[config.mk]
export PLATFORM = sky130hd
export DESIGN_NAME = mand_pixel_scheduler
export DESIGN_NICKNAME = d
export VERILOG_FILES = /design/src/rtl/mand_pkg.sv /design/src/rtl/mand_coord_step.sv /design/src/rtl/mand_pixel_scheduler.sv
export SDC_FILE = /design/constraint.sdc
export NUM_CORES = 1
export LEC_CHECK = 0
export ABC_AREA = 1
export BUFFER_PORTS_ARGS = -buffer_cell sky130_fd_sc_hd__buf_4
export CAP_MARGIN = 0
export CORE_MARGIN = 2
export CORE_UTILIZATION = 56
export CTS_CLUSTER_SIZE = 28
export DETAILED_ROUTE_END_ITERATION = 7
export PLACE_DENSITY = 0.83
export SYNTH_ARGS = -nofsm -noshare
export SYNTH_HDL_FRONTEND = slang
export SYNTH_SLANG_ARGS = --single-unit
[constraint.sdc]
create_clock -name clock -period 8.14 [get_ports clock]
set_input_delay 2.442 -clock clock [delete_from_list [all_inputs] [get_ports clock]]
set_output_delay 2.442 -clock clock [all_outputs]
set_load 0.02 [all_outputs]
[src/rtl/mand_pkg.sv]
// Shared fixed-point constants and scheduler state encoding for the Mandelbrot pipeline.
package mand_pkg;

  localparam int unsigned MAND_WORD = 27;
  localparam int unsigned MAND_FRAC = 20;
  localparam logic [MAND_WORD-1:0] FIX_ONE = MAND_WORD'(1) << MAND_FRAC;

  typedef enum logic [1:0] {
    IDLE = 2'd0,
    LOAD = 2'd1,
    WAIT = 2'd2,
    EMIT = 2'd3
  } sched_state_t;

endpackage

[src/rtl/mand_coord_step.sv]
// Raster x/y counters and c_re/c_im accumulators; c is built by repeated addition only.
module mand_coord_step
  import mand_pkg::*;
#(
  parameter int unsigned WIDTH  = 640,
  parameter int unsigned HEIGHT = 480,
  parameter int unsigned X_BITS = 10,
  parameter int unsigned Y_BITS = 9
) (
  input  logic                 clock,
  input  logic                 reset,
  input  logic                 init,
  input  logic                 advance,
  input  logic [MAND_WORD-1:0] re_origin,
  input  logic [MAND_WORD-1:0] im_origin,
  input  logic [MAND_WORD-1:0] step,
  output logic [X_BITS-1:0]    x,
  output logic [Y_BITS-1:0]    y,
  output logic [MAND_WORD-1:0] c_re,
  output logic [MAND_WORD-1:0] c_im,
  output logic                 last
);

  localparam logic [X_BITS-1:0] X_MAX = X_BITS'(WIDTH - 1);
  localparam logic [Y_BITS-1:0] Y_MAX = Y_BITS'(HEIGHT - 1);

  logic [MAND_WORD-1:0] re_org_q;
  logic [MAND_WORD-1:0] step_q;
  logic                 x_last;
  logic                 y_last;

  assign x_last = (x == X_MAX);
  assign y_last = (y == Y_MAX);
  assign last   = x_last && y_last;

  always_ff @(posedge clock or posedge reset) begin
    if (reset) begin
      re_org_q <= '0;
      step_q   <= '0;
      x        <= '0;
      y        <= '0;
      c_re     <= '0;
      c_im     <= '0;
    end else if (init) begin
      re_org_q <= re_origin;
      step_q   <= step;
      x        <= '0;
      y        <= '0;
      c_re     <= re_origin;
      c_im     <= im_origin;
    end else if (advance) begin
      if (!x_last) begin
        x    <= x + 1'b1;
        c_re <= c_re + step_q;
      end else if (!y_last) begin
        x    <= '0;
        y    <= y + 1'b1;
        c_re <= re_org_q;
        // Imaginary axis decreases going down the frame.
        c_im <= c_im - step_q;
      end
    end
  end

endmodule

[src/rtl/mand_pixel_scheduler.sv]
// Per-pixel sequencer for one mand_solver: restarts it, holds c, and hands results downstream.
module mand_pixel_scheduler
  import mand_pkg::*;
#(
  parameter int unsigned WIDTH  = 640,
  parameter int unsigned HEIGHT = 480,
  parameter int unsigned X_BITS = 10,
  parameter int unsigned Y_BITS = 9
) (
  input  logic                 clock,
  input  logic                 reset,
  input  logic                 start,
  input  logic [MAND_WORD-1:0] re_origin,
  input  logic [MAND_WORD-1:0] im_origin,
  input  logic [MAND_WORD-1:0] step,
  output logic                 solver_reset,
  output logic [MAND_WORD-1:0] c_re,
  output logic [MAND_WORD-1:0] c_im,
  input  logic                 solver_ready,
  input  logic [31:0]          solver_out,
  output logic                 pix_valid,
  input  logic                 pix_ready,
  output logic [X_BITS-1:0]    pix_x,
  output logic [Y_BITS-1:0]    pix_y,
  output logic [31:0]          pix_iter,
  output logic                 busy,
  output logic                 frame_done
);

  sched_state_t          state;
  logic                  first_wait;
  logic                  init;
  logic                  advance;
  logic                  last;
  logic [X_BITS-1:0]     x;
  logic [Y_BITS-1:0]     y;

  assign init         = (state == IDLE) && start;
  assign advance      = (state == EMIT) && pix_ready;
  assign solver_reset = (state == IDLE) || (state == LOAD);
  assign busy         = (state != IDLE);

  mand_coord_step #(
    .WIDTH  (WIDTH),
    .HEIGHT (HEIGHT),
    .X_BITS (X_BITS),
    .Y_BITS (Y_BITS)
  ) u_coord (
    .clock     (clock),
    .reset     (reset),
    .init      (init),
    .advance   (advance),
    .re_origin (re_origin),
    .im_origin (im_origin),
    .step      (step),
    .x         (x),
    .y         (y),
    .c_re      (c_re),
    .c_im      (c_im),
    .last      (last)
  );

  always_ff @(posedge clock or posedge reset) begin
    if (reset) begin
      state      <= IDLE;
      first_wait <= 1'b0;
      pix_valid  <= 1'b0;
      pix_x      <= '0;
      pix_y      <= '0;
      pix_iter   <= '0;
      frame_done <= 1'b0;
    end else begin
      frame_done <= 1'b0;
      unique case (state)
        IDLE: begin
          if (start) state <= LOAD;
        end
        LOAD: begin
          state      <= WAIT;
          first_wait <= 1'b1;
        end
        WAIT: begin
          first_wait <= 1'b0;
          // The solver's ready may still be left over from the previous pixel on the first cycle.
          if (!first_wait && solver_ready) begin
            pix_iter  <= solver_out;
            pix_x     <= x;
            pix_y     <= y;
            pix_valid <= 1'b1;
            state     <= EMIT;
          end
        end
        EMIT: begin
          if (pix_ready) begin
            pix_valid <= 1'b0;
            if (last) begin
              frame_done <= 1'b1;
              state      <= IDLE;
            end else begin
              state <= LOAD;
            end
          end
        end
        default: state <= IDLE;
      endcase
    end
  end

endmodule

==> flow_summary.json <==
{
  "final_common_cell": "nand2_1",
  "start_kind": "primary input",
  "pin_count": 227,
  "grt-ovfl-total": 0,
  "yosysSeqAreaShare_pct": 40.27,
  "via_per_inst": 5.518,
  "synth_area_um2": 11370,
  "place.gp.congestion": 0.9762,
  "layout.cells.non_filler": 2036,
  "synthArstFlopShare_pct": 100.0,
  "critPathCaptureType": "register",
  "drc": 0,
  "grt_pass1_vias": 10652,
  "numCtsBuffers": 17,
  "setup_viol": 0,
  "cts_buffer_depth": 2,
  "first_iter_violations": 916,
  "finalWirelength_um": 34160,
  "total_power_mw": 6.770,
  "yosysWarningCount": 0,
  "cts_max_level": 4,
  "comb_power_share_pct": 63.2,
  "critPathKind": "primary input to register",
  "final_cell_mix": "451 x nand2_1, 230 x buf_4, 218 x inv_1, 183 x dfrtp_1, 124 x o21ai_0",
  "cp_num_buf_inv": 4,
  "final_antenna_net_count": 0,
  "slew-limit-headroom_pct": 27.30,
  "die_h_um": 146.5,
  "initial_utilization_pct": 56.57,
  "drv_cap": 0,
  "slew_viol_final": 0,
  "final_nets": 1931,
  "drt-pass1-iter-count": 7,
  "wl_per_cell_um": 16.78,
  "area_growth_pct": 21.56,
  "post_cts_resized": 0,
  "cts_root_buffer": "clkbuf_16",
  "dieArea_um2": 21460,
  "p_leak_nw": 7.350,
  "cp_max_fo": 47,
  "switchingPower_mw": 3.482,
  "rows": 52,
  "synth.ff_latch_count": 183,
  "fin_tns_setup_ps": 0,
  "grt_use_total_pct": 32.16,
  "cts_tree": "done",
  "critPathTopFamily": "buffers and inverters",
  "synth.distinct_cells": 43,
  "seqPwrFrac_pct": 24.4,
  "portBuffers": 226,
  "slowest_delay_ps": 460,
  "layout_min_cycle_time_ps": 4344,
  "worst_pin_slew_ps": 1090,
  "grt_pass1_wl_um": 54620,
  "grt_max_degree": 122,
  "fp.coreArea_um2": 20100,
  "diodes": 0,
  "syn-instance-count": 1548,
  "die_w_um": 146.5,
  "clock_skew_ps": 17.13,
  "antenna_found_initial": 0,
  "drive_gt1_share_pct": 17.84,
  "p_per_area_nw_per_um2": 489.7,
  "max_freq_ghz": 0.2302,
  "fillCellCount": 1709,
  "synthFlopType": "dfrtp_1",
  "route.vias.total": 11234,
  "path_cells": "buf_4, nand2_2, buf_4, inv_4, nor2_1, nand2_2, nand2_4, inv_4, o211ai_1, nand2_1",
  "hp-class": "register to register",
  "synth_area_per_cell_um2": 7.346,
  "place_inst": 2004,
  "dp_hpwl_um": 25640,
  "cp.arrival_ps": 4670,
  "slowest_stage": "buf_4",
  "cts_setup_buffers": 0,
  "clock_power_share_pct": 12.4,
  "finalCritPeriodShare_pct": 53.37,
  "synth_nets": 1726,
  "cts_hold_buf": 0,
  "max-vdd-ir-drop_mv": 0.2098,
  "netSwitchingFraction_pct": 51.43,
  "clkLatencyLatePin_ps": 450,
  "synth-edff-count": 0,
  "hold_viol_final": 0,
  "status": "completed",
  "rsz0062_at_grt": "no",
  "required_ps": 8470,
  "path_clk_slew_ps": 80,
  "cts.sinks": 183,
  "intPower_mw": 3.288
}
## sequential cells by signal, summed over array words and instances, names as in the netlist
signal            count
first_wait            1
frame_done            1
pix_iter             32
pix_valid             1
pix_x                10
pix_y                 9
state                 2
u_coord.c_im         27
u_coord.c_re         27
u_coord.re_org_q     27
u_coord.step_q       27
u_coord.x            10
u_coord.y             9
## metal layers
layer / vias to the layer above / global-route usage, % / share of wire [%] / wire length [um]
li1: 5402 / - / - / -
met1: 5339 / 44.67 / 43 / 14790
met2: 432 / 53.16 / 48 / 16530
met3: 61 / 4.531 / 6.3 / 2147
met4: 0 / 8.932 / 2.0 / 692
met5: - / 0 / 0 / 0
## cells in the mapped netlist (2+ instances only)
cell type	number	area, um2
a21boi_0	4	30.03
a21boi_1	2	15.01
a21o_1	3	22.52
a21oi_1	97	485.5
a31oi_1	9	56.30
and2_1	3	18.77
buf_1	3	11.26
buf_2	4	20.02
buf_4	4	30.03
buf_6	4	45.04
clkbuf_1	29	108.9
dfrtp_1	183	4579
fa_1	2	40.04
ha_1	58	725.7
inv_1	219	822.0
inv_2	5	18.77
mux2_2	33	371.6
nand2_1	452	1697
nand2_2	2	12.51
nand3_1	89	445.4
nand4_1	17	106.4
nor2_1	112	420.4
nor2_4	2	22.52
nor3_1	14	70.07
o211ai_1	7	52.55
o21ai_0	124	620.6
o21ai_1	6	30.03
o21bai_1	8	60.06
o22ai_1	12	75.07
o31ai_1	3	22.52
or2_2	2	12.51
xnor2_1	11	96.34
xor2_1	15	131.4
## stage by stage
step / hold WS (ps) / area [um2] / util, % / worst slack (ps)
5_1_grt: 500.0 / 13820 / 68.76 / 3619
3_3_place_gp: 458.1 / 13240 / 65.84 / 3488
2_1_floorplan: 443.5 / 11370 / - / 726.0
3_5_place_dp: 464.3 / 13240 / 65.84 / 3409
6_report: 477.1 / 13820 / 68.76 / 3796
4_1_cts: 481.1 / 13820 / 68.76 / 3862
## power by group through the flow
stage	clock network, mW	registers (mW)	logic [mW]
after floorplan	0	1.84	2.71
after global placement	0	1.64	4.09
after detailed placement	0	1.66	4.18
after CTS	0.840	1.64	4.24
after global routing	0.877	1.69	4.77
final	0.837	1.65	4.28
## worst min-delay path, cell delays in order, from the launching register on
cell and delay, ps:
dfrtp_1 320, nand2_1 60, nand2_1 60
## final timing paths
| check | start | end | slack (ps) | depth (start not counted) |
|---|---|---|---|---|
| hold / removal | u_coord.re_org_q[16] | u_coord.re_org_q[16] | 480 | 2 |
| max in group asynchronous | reset | u_coord.c_re[20] | 4440 | 3 |
| min in group asynchronous | reset | pix_iter[0] | 2250 | 2 |
| setup / recovery | start | u_coord.c_re[15] | 3800 | 10 |
| hold reg to reg | u_coord.re_org_q[16] | u_coord.re_org_q[16] | 480 | 2 |
| setup reg to reg | u_coord.x[1] | u_coord.c_im[13] | 5060 | 12 |
## cell families (layout without fill, tap and decap cells)
group	after synthesis	after routing	synth area share, %
AOI/OAI and AO/OA	277	277	13.10
and+or+nand+nor	700	700	25.28
xor gates and xnor gates	26	26	2.002
buffers and inverters	269	487	9.341
adders and majority gates	60	60	6.733
DFF	183	183	40.27
muxes	33	33	3.268
## area by class of cell
cell class | instances | area [um2] | area share [%]
clock inverter | 15 | 162.7 | 1.177
multi-input combinational | 1096 | 5738 | 41.51
clock buffer | 17 | 425.4 | 3.077
sequential | 183 | 4579 | 33.13
timing repair buffer | 230 | 1727 | 12.49
inverter | 225 | 854.6 | 6.182
tap | 270 | 337.8 | 2.444
No activity file was read; power rests on OpenSTA's default activity.
